### src/rtl/cp_sync_ctrl.sv
// Sequencing controller for the CP-correlation timing-sync datapath:
// flush, fill wait, then a max-search over SEARCH_LEN metric samples.
module cp_sync_ctrl #(
  parameter int METRIC_W   = 16,
  parameter int FLUSH_CYC  = 2,
  parameter int FILL_CYC   = 88,
  parameter int SEARCH_LEN = 80,
  parameter int IDX_W      = $clog2(SEARCH_LEN)
) (
  input  logic                       clk,
  input  logic                       rst_n,
  input  logic                       start,
  input  logic                       abort,
  input  logic signed [METRIC_W-1:0] metric_in,
  output logic                       dp_rst,
  output logic                       busy,
  output logic                       done,
  output logic [IDX_W-1:0]           peak_idx,
  output logic signed [METRIC_W-1:0] peak_val
);

  localparam int CNT_MAX = (FLUSH_CYC > FILL_CYC)
                         ? ((FLUSH_CYC > SEARCH_LEN) ? FLUSH_CYC : SEARCH_LEN)
                         : ((FILL_CYC  > SEARCH_LEN) ? FILL_CYC  : SEARCH_LEN);
  localparam int CNT_W = $clog2(CNT_MAX + 1);

  localparam logic [CNT_W-1:0] FLUSH_LD = CNT_W'(FLUSH_CYC - 1);
  localparam logic [CNT_W-1:0] FILL_LD  = CNT_W'(FILL_CYC - 1);
  localparam logic [CNT_W-1:0] LAST     = CNT_W'(SEARCH_LEN - 1);

  typedef enum logic [2:0] {
    S_IDLE, S_FLUSH, S_FILL, S_SEARCH, S_DONE
  } state_t;

  state_t           state, state_n;
  logic [CNT_W-1:0] cnt, cnt_n;
  logic [CNT_W-1:0] k;
  logic             upd;

  // The shared counter counts down through SEARCH, so k is its complement.
  assign k = LAST - cnt;

  always_comb begin
    state_n = state;
    cnt_n   = cnt;
    case (state)
      S_IDLE: begin
        if (start) begin
          state_n = S_FLUSH;
          cnt_n   = FLUSH_LD;
        end
      end
      S_FLUSH: begin
        if (cnt == '0) begin
          state_n = S_FILL;
          cnt_n   = FILL_LD;
        end else begin
          cnt_n = cnt - CNT_W'(1);
        end
      end
      S_FILL: begin
        if (cnt == '0) begin
          state_n = S_SEARCH;
          cnt_n   = LAST;
        end else begin
          cnt_n = cnt - CNT_W'(1);
        end
      end
      S_SEARCH: begin
        if (cnt == '0) begin
          state_n = S_DONE;
        end else begin
          cnt_n = cnt - CNT_W'(1);
        end
      end
      S_DONE: begin
        state_n = S_IDLE;
      end
      default: begin
        state_n = S_IDLE;
        cnt_n   = '0;
      end
    endcase
    if (abort) begin
      state_n = S_IDLE;
      cnt_n   = '0;
    end
  end

  // An aborting cycle does not fold its sample into the peak.
  assign upd = (state == S_SEARCH) && !abort &&
               ((cnt == LAST) || (metric_in > peak_val));

  always_ff @(posedge clk or negedge rst_n) begin
    if (!rst_n) begin
      state    <= S_IDLE;
      cnt      <= '0;
      dp_rst   <= 1'b1;
      busy     <= 1'b0;
      done     <= 1'b0;
      peak_idx <= '0;
      peak_val <= '0;
    end else begin
      state  <= state_n;
      cnt    <= cnt_n;
      // Outputs are registered from the next state so they align with it.
      dp_rst <= (state_n == S_IDLE) || (state_n == S_FLUSH);
      busy   <= (state_n == S_FLUSH) || (state_n == S_FILL) ||
                (state_n == S_SEARCH);
      done   <= (state_n == S_DONE);
      if (upd) begin
        peak_idx <= k[IDX_W-1:0];
        peak_val <= metric_in;
      end
    end
  end

endmodule

### config.mk
export PLATFORM = sky130hd
export DESIGN_NAME = cp_sync_ctrl
export DESIGN_NICKNAME = d
export VERILOG_FILES = /design/src/rtl/cp_sync_ctrl.sv
export SDC_FILE = /design/constraint.sdc
export NUM_CORES = 1
export LEC_CHECK = 0
export CORE_UTILIZATION = 45
export DETAILED_ROUTE_END_ITERATION = 6
export GPL_TIMING_DRIVEN = 0
export PLACE_DENSITY = 0.71
export SLEW_MARGIN = 15
export SYNTH_ARGS = -nofsm -noshare
export SYNTH_HDL_FRONTEND = slang
export SYNTH_SLANG_ARGS = --single-unit
### constraint.sdc
create_clock -name clk -period 3.2 [get_ports clk]
set_input_delay 0.48 -clock clk [delete_from_list [all_inputs] [get_ports clk]]
set_output_delay 0.48 -clock clk [all_outputs]
set_load 0.01 [all_outputs]
Word-level counts from Yosys, hierarchy flattened
Index checks and enable logic that the tools add are counted.
{"block": "op_classes", "n_addsub": 2, "order_cmp": 1, "n_eq_ne": 12, "muxes": 12, "reduce_logical": 11}
{"operator": "$mux 7", "count": 5}
{"operator": "$pmux 7 s5", "count": 1}
{"operator": "$gt 16x16->1", "count": 1}
{"operator": "$mux 3", "count": 5}
{"operator": "$eq 3x2->1 const B", "count": 4}
{"operator": "$pmux 3 s4", "count": 1}
{"operator": "$eq 7x7->1 const B", "count": 1}
{"operator": "$logic_not 7->1", "count": 1}
{"operator": "$sub 7x1->7 const B", "count": 1}
{"operator": "$sub 7x7->7 const A", "count": 1}
{"operator": "$eq 3x1->1 const B", "count": 2}
{"operator": "$eq 3x3->1 const B", "count": 2}
{"operator": "$logic_not 3->1", "count": 2}
{"operator": "$ne 3x3->1 const B", "count": 2}
{"operator": "$logic_or 1x1->1", "count": 4}
{"operator": "$reduce_and 3->1", "count": 1}
{"operator": "$logic_and 1x1->1", "count": 2}
{"operator": "$ne 2x2->1 const B", "count": 1}
{"operator": "$logic_not 1->1", "count": 1}
{"block": "totals", "regBits": 36, "in_bits": 20, "word_cells": 45}

Depth between registers and ports, before layout
{"block": "logic_depth", "word_depth": 7, "depth_mapped": 11, "depth_no_buf": 10}

Least setup slack after synthesis
No wires, ideal clock.
{"block": "synth_path", "path_kind": "input-to-reg", "start": "input port metric_in[15]", "end": "register peak_val[9]", "setup_time_ns": 0.096, "t_arrival_ns": 2.332, "t_required_ns": 3.104, "setup_slack_ns": 0.772, "path_stages": 10, "n_path_buf": 3, "path_cell_list": "ha_1 nand4_2 nor4_2 o21ai_1 and4_4 buf_6 o31a_1 buf_6 buf_12 o32ai_4"}
{"block": "synth_via", "elab_chain_cells": 3}
{"item": "from (decl)", "line_no": "14", "rtl": "input logic signed [METRIC_W-1:0] metric_in,"}
{"item": "$gt 16x16->1", "line_no": "92", "rtl": "((cnt == LAST) || (metric_in > peak_val));"}
{"item": "$logic_or 1x1->1", "line_no": "92"}
{"item": "$logic_and 1x1->1", "line_no": "91", "rtl": "assign upd = (state == S_SEARCH) && !abort &&"}
{"item": "to (signal assigned)", "line_no": "113", "rtl": "peak_val <= metric_in;"}
{"item": "to (decl)", "line_no": "19", "rtl": "output logic signed [METRIC_W-1:0] peak_val"}
Every way passes these cells.
A chain may end at the register's enable or synchronous reset.

Worst setup path in the final report
{"block": "layout_path", "start": "input port metric_in[15]", "end": "register peak_val[14]"}
Same word-level chain as after synthesis.

==> results.toml <==
[sta]
rsz0062_at_grt = "no"
setup_viol = 0
fin_skew_ns = 0.00674
fin_crit_sh = 0.920
final_hold_viol_count = 0
fin_ws_ns = 0.256
clock.fmax_mhz = 340
slew_violations = 0
tightest_slew_ns = 0.719
timing.final.crit_period_ns = 2.94
max_slew_margin = 0.521

[pwr]
p_per_area_nw_per_um2 = 753
seq_power_share = 0.315
power_frac_clock = 0.159
irDropWorstVdd_v = 0.000478
power.leakage_nw = 1.31
power_switching_mw = 0.897
intPower_mw = 1.35
p_comb_frac = 0.526
switching_share = 0.399
total_power_mw = 2.25

[die]
fp.dieArea_um2 = 5470
coreArea_um2 = 4850
start_util = 0.481
io_pins = 46
die_y_um = 74.0
fp-row-count = 25
fp.dieW_um = 74.0

[route]
wire_per_inst_um = 14.0
routed_via_density = 5.24
final_antenna_net_count = 0
num_vias = 1912
drt_iter0_drc = 58
drt_first_pass_iters = 4
wl_um = 5110
drc = 0

[critical_path]
worstSetupPathType = "primary input to register"
crit_chain = "clkdlybuf4s50_1 -> ha_1 -> nand4_2 -> nor4_2 -> o21ai_1 -> a31oi_1 -> o31a_1 -> buf_6 -> buf_12 -> o32ai_2"
start_kind = "primary input"
r2r_cells = 10
worstPathRequired_ns = 3.34
crit_path_end_kind = "register"
cp_data_arrival_time_ns = 3.09
rr_startpoint = "cnt[4]$_DFFE_PN0P_"
cp_slowest_stage_delay_ns = 0.49
r2r_slack_ns = 0.47
r2r-end = "cnt[2]$_DFFE_PN0P_"
crit_path_top_delay_cell = "a31oi_1"
path_max_fanout = 10

[place]
place_ws_ns = -0.0174
hpwl_um = 3840
portBuffers = 45
place_area_um2 = 2890
gp_congestion = 0.808

[clock_network]
tritoncts = "done"
numCtsBuffers = 5
cts.repair.resized = 0
root_buffer = "clkbuf_8"
ctsHoldBuffers = 0
clkSinkCount = 36
htree_levels = 2
clk_path_buf_depth = 2
clock_latency_ns = 0.29
cts_setup_buffers = 0
clkTransAtPathRegs_ns = 0.07

[global_routing]
grt_max_degree = 21
grt_use_total = 0.206
grt_first_pass_wirelength_um = 8460
grt_overflow_total = 0
antenna_found_initial = 0
grt_pass1_vias = 1935

[run_status]
outcome = "finished clean"

[finish]
register_area_um2 = 902
diodes = 0
multi_input_area_um2 = 1190
layout-drive-gt1-share = 0.128
final_nets = 338
syn2layout_area_growth_pct = 28.2
nFillCells = 421
final_area_um2 = 2990

[synth]
synth-async-reset-ratio = 1.00
yosysWarnings = 0
synth_edf_count = 0
synth.most_common_cell = "inv_1"
syn_area_um2 = 2330
synth_fp_nets = 285
synth_cell_type_count = 47
synthTopCellsByCount = "42 x inv_1, 35 x dfrtp_1, 32 x nand2_1, 21 x ha_1, 11 x nor2_1"
synth-main-ff-cell = "dfrtp_1"
ys_seq_area_frac = 0.387
yosysTopAreaCellShare = 0.376
synth-seq-cells = 36
synth_area_leader_cell = "dfrtp_1"
syn_inst = 244
netlist_top_cells_area = "dfrtp_1 38%, ha_1 11%, inv_1 6.8%"
syn_avg_cell_area_um2 = 9.56

[run]
maxCapViolations = 0

[min_path]
hold_path_class = "primary input to asynchronous set/reset pin"
[worst max-delay path: cells and delay by family]
kind | cells | cell delay [ns]
AOI/OAI and AO/OA | 4 | 0.97
buffers and inverters | 3 | 0.75
and+or+nand+nor | 2 | 0.52
adders and majority gates | 1 | 0.36
[worst max path at each step]
| stage | to | slack [ns] | startpoint |
|---|---|---|---|
| 2_1_floorplan | peak_val[9]$_DFFE_PN0P_ | 0.77 | metric_in[15] |
| 3_3_place_gp | peak_val[12]$_DFFE_PN0P_ | 0.01 | metric_in[15] |
| 3_5_place_dp | peak_val[14]$_DFFE_PN0P_ | -0.02 | metric_in[15] |
| 4_1_cts | peak_val[14]$_DFFE_PN0P_ | 0.27 | metric_in[15] |
| 5_1_grt | peak_val[14]$_DFFE_PN0P_ | 0.07 | metric_in[15] |
| 6_report | peak_val[14]$_DFFE_PN0P_ | 0.26 | metric_in[15] |
[cells by family (layout without fill, tap and decap cells)]
kind of cell | Yosys count | in the layout | synth area share
AND/OR/NAND/NOR | 70 | 70 | 0.156
AO/OA/AOI/OAI | 56 | 56 | 0.210
buffers and inverters | 53 | 107 | 0.102
flip-flops | 36 | 36 | 0.387
adder cells (fa/ha/maj) | 21 | 21 | 0.113
XOR/XNOR | 4 | 4 | 0.0150
multiplexers | 4 | 4 | 0.0172
[sequential cells by signal, indices dropped and copies added, names as in the netlist]
register and flops:
busy 1, dp_rst 1, peak_val 16, state 3, done 1, cnt 7
peak_idx 7
[layout by cell type (no fill, tap or decap), types with 4 or more instances in the layout]
cell type | Yosys | routed
clkdlybuf4s50_1 | 0 | 44
inv_1 | 42 | 42
dfrtp_1 | 35 | 35
nand2_1 | 32 | 32
ha_1 | 21 | 21
nor2_1 | 11 | 11
o32ai_1 | 10 | 10
o21ai_0 | 9 | 9
a21oi_1 | 9 | 9
clkbuf_8 | 0 | 7
clkbuf_1 | 5 | 6
nor3_1 | 5 | 5
o32ai_2 | 5 | 5
mux2i_1 | 4 | 4
o311ai_0 | 4 | 4
a22o_1 | 4 | 4
[power groups by stage]
stage | logic (mW) | clock network (mW) | registers, mW
CTS | 1.19 | 0.368 | 0.710
floorplan | 0.767 | 0 | 0.732
global placement | 1.15 | 0 | 0.716
detailed placement | 1.18 | 0 | 0.719
global route | 1.33 | 0.379 | 0.725
finish | 1.18 | 0.358 | 0.709
[layer usage]
metal,vias up,wire [µm],track usage
met5,-,0,0
met4,0,65,0.0769
met1,916,2270,0.243
met3,5,171,0.0434
met2,32,2600,0.367
li1,959,-,-
[per-stage QoR]
| step | std cells | utilization | hold slack, ns | TNS [ns] |
|---|---|---|---|---|
| 3_5_place_dp | 357 | 0.596 | 0.449 | -0.0571 |
| 5_1_grt | 365 | 0.617 | 0.156 | 0 |
| 4_1_cts | 365 | 0.617 | 0.132 | 0 |
| 6_report | 365 | 0.617 | 0.122 | 0 |
| 3_3_place_gp | 356 | 0.591 | 0.477 | 0 |
| 2_1_floorplan | 244 | - | 0.184 | 0 |
[area by class of cell]
type                            count  area share
Timing Repair Buffer               46       0.158
Inverter                           42      0.0527
Sequential cell                    36       0.302
Multi-Input combinational cell    155       0.398
Clock buffer                        8      0.0335
Tap cell                           67      0.0280
Buffer                             11      0.0272
Note: power is estimated with default switching activity, not from simulation.
